--- src/rtl/fetch_pkg.sv ---
// Shared encodings for the fetch sequencer: FSM states, redirect kinds and PC step.
package fetch_pkg;

  typedef enum logic [2:0] {
    S_IDLE  = 3'd0,
    S_FETCH = 3'd1,
    S_HOLD  = 3'd2,
    S_FLUSH = 3'd3,
    S_ERROR = 3'd4
  } state_t;

  localparam logic [1:0] REDIR_BR = 2'd0;
  localparam logic [1:0] REDIR_J  = 2'd1;
  localparam logic [1:0] REDIR_JR = 2'd2;

  localparam logic [31:0] PC_INC = 32'd4;

endpackage

--- src/rtl/next_pc_calc.sv ---
// Combinational redirect target: branch offset add, jump concatenation, register jump.
module next_pc_calc
  import fetch_pkg::*;
(
  input  logic [1:0]  redirect_type,
  input  logic [31:0] base_pc,
  input  logic [25:0] imm,
  input  logic [31:0] reg_val,
  input  logic        branch_zero,
  output logic [31:0] target,
  output logic        taken
);

  logic [31:0]        base_pc4;
  logic signed [15:0] br_off16;
  logic signed [31:0] br_off_sext;
  logic signed [31:0] br_off_shl;
  logic [31:0]        br_target;
  logic [31:0]        j_target;
  logic [31:0]        jr_target;

  assign base_pc4    = base_pc + PC_INC;
  assign br_off16    = imm[15:0];
  assign br_off_sext = {{16{br_off16[15]}}, br_off16};
  assign br_off_shl  = br_off_sext <<< 2;
  // Modular add: carries out of bit 31 are intentionally dropped.
  assign br_target   = base_pc4 + $unsigned(br_off_shl);
  assign j_target    = {base_pc4[31:28], imm, 2'b00};
  assign jr_target   = {reg_val[31:2], 2'b00};

  always_comb begin
    target = '0;
    taken  = 1'b0;
    case (redirect_type)
      REDIR_BR: begin
        target = br_target;
        taken  = branch_zero;
      end
      REDIR_J: begin
        target = j_target;
        taken  = 1'b1;
      end
      REDIR_JR: begin
        target = jr_target;
        taken  = 1'b1;
      end
      default: begin
        target = '0;
        taken  = 1'b0;
      end
    endcase
  end

endmodule

--- src/rtl/fetch_sequencer.sv ---
// Program counter owner: issues imem fetches, hands instructions to decode, applies redirects.
module fetch_sequencer
  import fetch_pkg::*;
#(
  parameter logic [31:0] RESET_PC       = 32'h0000_0000,
  parameter int unsigned TIMEOUT_CYCLES = 255
) (
  input  logic        clk,
  input  logic        reset,
  output logic        imem_req,
  output logic [31:0] imem_addr,
  input  logic        imem_ready,
  input  logic [31:0] imem_rdata,
  output logic        instr_valid,
  output logic [31:0] instr,
  output logic [31:0] instr_pc,
  output logic [31:0] instr_pc4,
  input  logic        instr_accept,
  input  logic        stall,
  input  logic        redirect_valid,
  input  logic [1:0]  redirect_type,
  input  logic        branch_zero,
  input  logic [31:0] redirect_base_pc,
  input  logic [25:0] redirect_imm,
  input  logic [31:0] redirect_reg,
  output logic        fetch_error
);

  state_t      state, state_n;
  logic [31:0] pc, pc_n, pending, pending_n;
  logic [31:0] instr_n, instr_pc_n, instr_pc4_n;
  logic [7:0]  wait_cnt, wait_cnt_n;
  logic [31:0] redir_target, pc_plus4;
  logic        redir_taken, redir_eff, timeout_hit;

  next_pc_calc u_next_pc (
    .redirect_type (redirect_type),
    .base_pc       (redirect_base_pc),
    .imm           (redirect_imm),
    .reg_val       (redirect_reg),
    .branch_zero   (branch_zero),
    .target        (redir_target),
    .taken         (redir_taken)
  );

  assign redir_eff   = redirect_valid & redir_taken;
  assign pc_plus4    = pc + PC_INC;
  assign imem_req    = (state == S_FETCH) || (state == S_FLUSH);
  assign imem_addr   = pc;
  assign instr_valid = (state == S_HOLD);
  assign fetch_error = (state == S_ERROR);
  // This cycle would be the TIMEOUT_CYCLES-th without imem_ready.
  assign timeout_hit = imem_req && !imem_ready &&
                       (({1'b0, wait_cnt} + 9'd1) >= 9'(TIMEOUT_CYCLES));

  always_comb begin
    state_n     = state;
    pc_n        = pc;
    pending_n   = pending;
    instr_n     = instr;
    instr_pc_n  = instr_pc;
    instr_pc4_n = instr_pc4;
    wait_cnt_n  = '0;
    if (imem_req && !imem_ready)
      wait_cnt_n = (wait_cnt == 8'hFF) ? wait_cnt : wait_cnt + 8'd1;

    unique case (state)
      S_IDLE: begin
        state_n = S_FETCH;
        if (redir_eff) pc_n = redir_target;
      end
      S_FETCH: begin
        if (redir_eff) begin
          if (imem_ready) begin
            pc_n = redir_target;
          end else begin
            pending_n = redir_target;
            state_n   = S_FLUSH;
          end
        end else if (imem_ready) begin
          instr_n     = imem_rdata;
          instr_pc_n  = pc;
          instr_pc4_n = pc_plus4;
          pc_n        = pc_plus4;
          state_n     = S_HOLD;
        end else if (timeout_hit) begin
          state_n = S_ERROR;
        end
      end
      S_HOLD: begin
        if (redir_eff) begin
          pc_n    = redir_target;
          state_n = S_FETCH;
        end else if (instr_accept && !stall) begin
          state_n = S_FETCH;
        end
      end
      // Old request must complete before the pending target is fetched.
      S_FLUSH: begin
        if (redir_eff) pending_n = redir_target;
        if (imem_ready) begin
          pc_n    = redir_eff ? redir_target : pending;
          state_n = S_FETCH;
        end else if (timeout_hit && !redir_eff) begin
          state_n = S_ERROR;
        end
      end
      S_ERROR: state_n = S_ERROR;
      default: state_n = S_IDLE;
    endcase
  end

  always_ff @(posedge clk) begin
    if (!reset) begin
      state     <= S_IDLE;
      pc        <= RESET_PC;
      pending   <= '0;
      instr     <= '0;
      instr_pc  <= '0;
      instr_pc4 <= '0;
      wait_cnt  <= '0;
    end else begin
      state     <= state_n;
      pc        <= pc_n;
      pending   <= pending_n;
      instr     <= instr_n;
      instr_pc  <= instr_pc_n;
      instr_pc4 <= instr_pc4_n;
      wait_cnt  <= wait_cnt_n;
    end
  end

endmodule
--- config.mk ---
export PLATFORM = sky130hd
export DESIGN_NAME = fetch_sequencer
export DESIGN_NICKNAME = d
export VERILOG_FILES = /design/src/rtl/fetch_pkg.sv /design/src/rtl/next_pc_calc.sv /design/src/rtl/fetch_sequencer.sv
export SDC_FILE = /design/constraint.sdc
export NUM_CORES = 1
export LEC_CHECK = 0
export ABC_CLOCK_PERIOD_IN_PS = 4600
export CELL_PAD_IN_SITES_DETAIL_PLACEMENT = 1
export CELL_PAD_IN_SITES_GLOBAL_PLACEMENT = 1
export CORE_MARGIN = 4
export CORE_UTILIZATION = 25
export CTS_CLUSTER_SIZE = 12
export DETAILED_ROUTE_END_ITERATION = 8
export PLACE_DENSITY_LB_ADDON = 0.1
export SLEW_MARGIN = 0
export SYNTH_ARGS = -nofsm -noshare
export SYNTH_HDL_FRONTEND = slang
export SYNTH_SLANG_ARGS = --single-unit
--- constraint.sdc ---
create_clock -name clk -period 4.6 [get_ports clk]
set_clock_uncertainty 0.15 [all_clocks]
set_input_delay 1.38 -clock clk [delete_from_list [all_inputs] [get_ports clk]]
set_output_delay 1.38 -clock clk [all_outputs]
set_load 0.02 [all_outputs]
## After elaboration in Yosys (flattened, before gate mapping)

Index checks and enable logic that the tools add are counted.

- Add/subtract/negate cells: 5
- Magnitude comparators: 1
- Equal/unequal tests: 16
- Multiplexer cells: 21
- Bitwise logic cells: 2
- Reduce and logical (&&, ||, !) cells: 19

Operators with widths:

| kind | number |
|---|---|
| $mux W32 | 8 |
| $pmux W32 S3 | 2 |
| $add A32 B3 Y32 const B | 2 |
| $pmux W32 S2 | 1 |
| $add A32 B32 Y32 | 1 |
| $mux W3 | 8 |
| $pmux W3 S5 | 1 |
| $add A8 B1 Y9 const B | 1 |
| $ge A9 B8 Y1 const B | 1 |
| $add A8 B1 Y8 const B | 1 |
| $eq A8 B8 Y1 const B | 1 |
| $ne A2 B2 Y1 const B | 4 |
| $reduce_and A4 Y1 | 2 |
| $eq A3 B2 Y1 const B | 2 |
| $reduce_and A3 Y1 | 2 |
| $logic_and A1 B1 Y1 | 4 |
| $ne A4 B4 Y1 const B | 1 |
| $reduce_or A2 Y1 | 2 |
| $eq A3 B1 Y1 const B | 1 |
| $eq A3 B3 Y1 const B | 1 |
| $logic_not A1 Y1 | 3 |
| $logic_not A3 Y1 | 1 |
| $ne A3 B1 Y1 const B | 1 |
| $ne A3 B2 Y1 const B | 1 |
| 12 further kinds | 12 |

- Register bits after elaboration: 171
- Input port bits: 131
- Logic and storage cells: 71

## Longest topological paths before layout

- Word-level depth: 9
- Mapped depth: 16

## Hierarchy

From an unflattened synthesis, not the netlist that was laid out.

- Cells, all modules: 1330
- Area total of the unflattened synthesis: 10288.6 µm²

Modules (own cells, without submodules):

| module | instances | cells an instance | area an instance (µm²) |
|---|---|---|---|
| fetch_sequencer | 1 | 947 | 7536.0 |
| next_pc_calc | 1 | 383 | 2752.6 |

## Worst setup path before layout

No wires, ideal clock.

- Path type: in2reg
- Start: input redirect_base_pc[2]
- End: register pc[31], in the netlist imem_addr[31]
- Library setup time: 0.087 ns
- Arrival: 4.548 ns
- Data required time: 4.363 ns
- Slack: -0.185 ns
- Cell stages on the path: 15
- Path through: ha_1 nand4_1 nor4_2 and2_1 nand4_1 xnor2_1 ha_1 a21o_1 o2111a_1 o21ai_0 a211oi_1 or4_1 and3_4 a211o_1 o31ai_1

- Cells in the longest elaborated chain, start to end: 6
- Elaborated cells between the ends (all ways): 9
- Those cells by class: 2 x add/sub; 7 x mux

Ends and longest elaborated chain:

| item | RTL line | RTL |
|---|---|---|
| start, declared | fetch_sequencer.sv:23 | `input logic [31:0] redirect_base_pc,` |
| $add A32 B3 Y32 * | next_pc_calc.sv:22 | `assign base_pc4 = base_pc + PC_INC;` |
| $add A32 B32 Y32 | next_pc_calc.sv:27 | `assign br_target = base_pc4 + $unsigned(br_off_shl);` |
| $pmux W32 S3 * | next_pc_calc.sv:34 | `case (redirect_type)` |
| $mux W32, on equally long branches | fetch_sequencer.sv:70, fetch_sequencer.sv:91, fetch_sequencer.sv:74 |  |
| $mux W32, on equally long branches | fetch_sequencer.sv:101, fetch_sequencer.sv:73 |  |
| $pmux W32 S3 * | fetch_sequencer.sv:67 | `unique case (state)` |
| end signal, assigned | fetch_sequencer.sv:124 | `pc <= pc_n;` |
| end, declared | fetch_sequencer.sv:30 | `logic [31:0] pc, pc_n, pending, pending_n;` |

Every way passes the cells marked *; elsewhere a longest branch is shown, timed or not. The select of a mux whose other input is x is not followed.
A chain may end at the register's enable or synchronous reset.

## Worst setup path in the final report

- Start: input redirect_base_pc[20]
- End: register pc[31], in the netlist imem_addr[31]

The elaborated chain is that of the path after synthesis.

==> metrics <==
Vias/cell 4.94; cell taking the most area after synthesis dfxtp_1; Vert. Die Dim 208 um; Initial Util 0.252; grt met3 use 0.0300; Leak 5.92 nW; Final Hold Viols 0; Congestion Overflow GR 0; status completed; WHS 305 ps; deepest level of the CTS H-tree 4; Post-CTS Hold Buffers 0; CP peak stage delay 480 ps; CTS sink count 169; measured slew at the worst slew-check pin 748 ps; Worst Setup Slack, final 49.3 ps; share of the synthesized area in the top cell type 0.338; Clk Latency, worst-skew pair 430 ps; syn nets 1463; Main synth FF type dfxtp_1; Startpoint Class input port; Root Buffer clkbuf_16; number of synthesized register bits 169; Psw 1.57 mW; initial DRC count 565; Ys Warns 0; routing usage on met1 0.264; Async SR Flop Fraction 0; Top Usage Layer GRT met2; switching share of power 0.331; max cap viols 0; Synth Cell Area 10000 um^2; WL per Instance 18.4 um; Post-DP HPWL 31.7 mm; Worst Path Arrival 4750 ps; RSZ-0062 raised after global routing yes; PortBufs 259; die area 43300 um^2; first drt pass iteration count 6; first-pass GRT wire length 63.5 mm; clk slew on worst S/H paths 60 ps; sequential fraction of the synthesis area 0.338; chip width 208 um; met2 Use GR 0.281; Slowest-stage cell, CP clkdlybuf4s50_1; cell row count 73; P&R area growth vs syn 55.7%; Seq pwr share 0.359; crit-path most repeated cell and3_4; EDFF count, synth 0; Netlist cell types 76; DRT antenna net count 0; DP Worst Slack -873 ps; Slew headroom 0.501; CTS buffer count 17; Gate power share 0.341; core area 39600 um^2; GP Congestion 0.807; Setup CP Type input port to register; synthesized area per cell 7.77 um^2; initial antenna violation count 0; worst hold path class register to register; Ports 262; Vias 11000; CTS Buffer Depth 2; Clock power frac 0.301; CP max FO 4; GRT Overall Usage 0.181; Area contributors post-synth dfxtp_1 (34%), nand2_1 (7.4%), a21oi_1 (7.1%); Pwr per Cell Area 304 nW/um^2; Finish-stage setup viols 0; DRC 0; largest net degree at the start of global routing 70; delay-heaviest family, CP simple AND/OR/NAND/NOR gates; Peak supply drop 0.201 mV; Mapped Cells 1287; Max Clock Freq 220 MHz; Crit. End Element register; vias in the first global route 11100; CTS tree built; share of cells above drive strength 1 0.198; final wirelength 41.1 mm; Power Internal 3.17 mW; fin. max-slew vios 0; Final period util 0.989; Crit path buffers/inverters 1; Critical Path, Cell by Cell clkdlybuf4s50_1 -> and4_1 -> and3_4 -> and3_4 -> nand3_2 -> xnor2_1 -> ha_1 -> and2_4 -> o2111a_1 -> o21ai_2 -> o21bai_1 -> or4_1 -> and3_4 -> a211o_1 -> o31ai_2; antenna cells 0; fin crit period 4550 ps; Crit path required time 4800 ps; nets@finish 1869
-- worst paths after layout --
| check | startpoint | endpoint | slack (ps) | depth (start not counted) |
|---|---|---|---|---|
| max | redirect_base_pc[20] | imem_addr[31] | 50 | 15 |
| min | instr_pc[16] | instr_pc[16] | 300 | 2 |
| min reg2reg | instr_pc[16] | instr_pc[16] | 300 | 2 |
| max reg2reg | imem_addr[2] | imem_addr[26] | 1450 | 9 |
-- state kept, by name, indices dropped and copies added (netlist names) --
signal,cells
instr_pc,32
instr_pc4,30
wait_cnt,8
imem_addr,32
pending,32
state,3
instr,32
-- timing repair --
action | CTS | global route
setup endpoints to repair | 30 | 18
resized for setup | 48 | 55
buffers inserted | 11 | 12
pin swaps | 34 | 49
-- logic make-up (layout without fill, tap and decap cells) --
family | Yosys count | count (layout) | synth area share
adder cells (fa/ha/maj) | 45 | 45 | 0.0570
XOR/XNOR | 81 | 81 | 0.0724
buffers and inverters | 114 | 532 | 0.0448
multiplexers | 4 | 4 | 0.00425
AO/OA/AOI/OAI | 407 | 407 | 0.269
flip-flops | 169 | 169 | 0.338
AND/OR/NAND/NOR | 467 | 467 | 0.215
-- routing by layer --
layer	share of wire	vias up	wire length (um)
met4	0.011	0	447
li1	-	5475	-
met5	0	-	0
met1	0.50	5240	20700
met3	0.048	22	1960
met2	0.44	279	18000
-- worst register-to-register path: stages, from the launching register on --
cell and delay [ps]:
dfxtp_1 550, ha_1 280, and3_1 360, nor4b_2 590, nand3_1 170, xor2_1 270, nor2_1 120, a21oi_1 190
o221ai_1 140, a32o_1 230
-- layout by cell type, fill, tap and decap left out, drive strengths merged, types with 44 or more instances in the layout --
cell             n
clkdlybuf4s50  243
buf            225
nand2          197
dfxtp          169
a21oi          141
nor2           120
a211oi          56
o21ai           56
xnor2           47
ha              44
-- area by class of cell --
type,instances,area [um^2]
clock inverters,8,95.1
well taps,525,657
flip-flops and latches,169,3380
fillers,4773,24100
inverters,19,73.8
multi-input cells,1004,6490
clock buffers,23,478
repair buffers,482,4400
-- stage by stage --
step | area (um^2) | power, mW | util | instances | TNS (ps)
after floorplan | 10000 | 2.46 | - | 1287 | 0
after global routing | 15600 | 5.00 | 0.393 | 2230 | -424
after detailed placement | 14600 | 3.30 | 0.368 | 2177 | -24950
after CTS | 15300 | 4.76 | 0.387 | 2219 | 0
after global placement | 14600 | 3.27 | 0.368 | 2177 | -22930
final | 15600 | 4.74 | 0.393 | 2230 | 0
-- power by group through the flow --
stage	logic [mW]	registers [mW]	clock network (mW)
global route	1.75	1.72	1.53
floorplan	0.668	1.79	0
detailed placement	1.57	1.74	0
global placement	1.54	1.73	0
finish	1.61	1.70	1.43
CTS	1.59	1.70	1.47
-- cell usage after synthesis, types with 5 or more instances --
library cell / number
o22ai_1: 6
nand2_1: 197
o221a_2: 6
o211ai_1: 17
a21o_1: 21
clkbuf_1: 83
o21ai_0: 56
nand2b_1: 9
xor2_1: 33
inv_1: 17
xnor2_1: 47
nor2_1: 120
a22oi_1: 8
nand4_1: 19
and3_1: 19
and4_1: 9
a22o_1: 5
ha_1: 44
o221ai_1: 11
a222oi_1: 15
a211oi_1: 56
a21oi_1: 141
nand3_1: 40
dfxtp_1: 169
a31oi_1: 17
nor3_1: 23
a221oi_1: 7
Power figures use the tool's default switching activity.
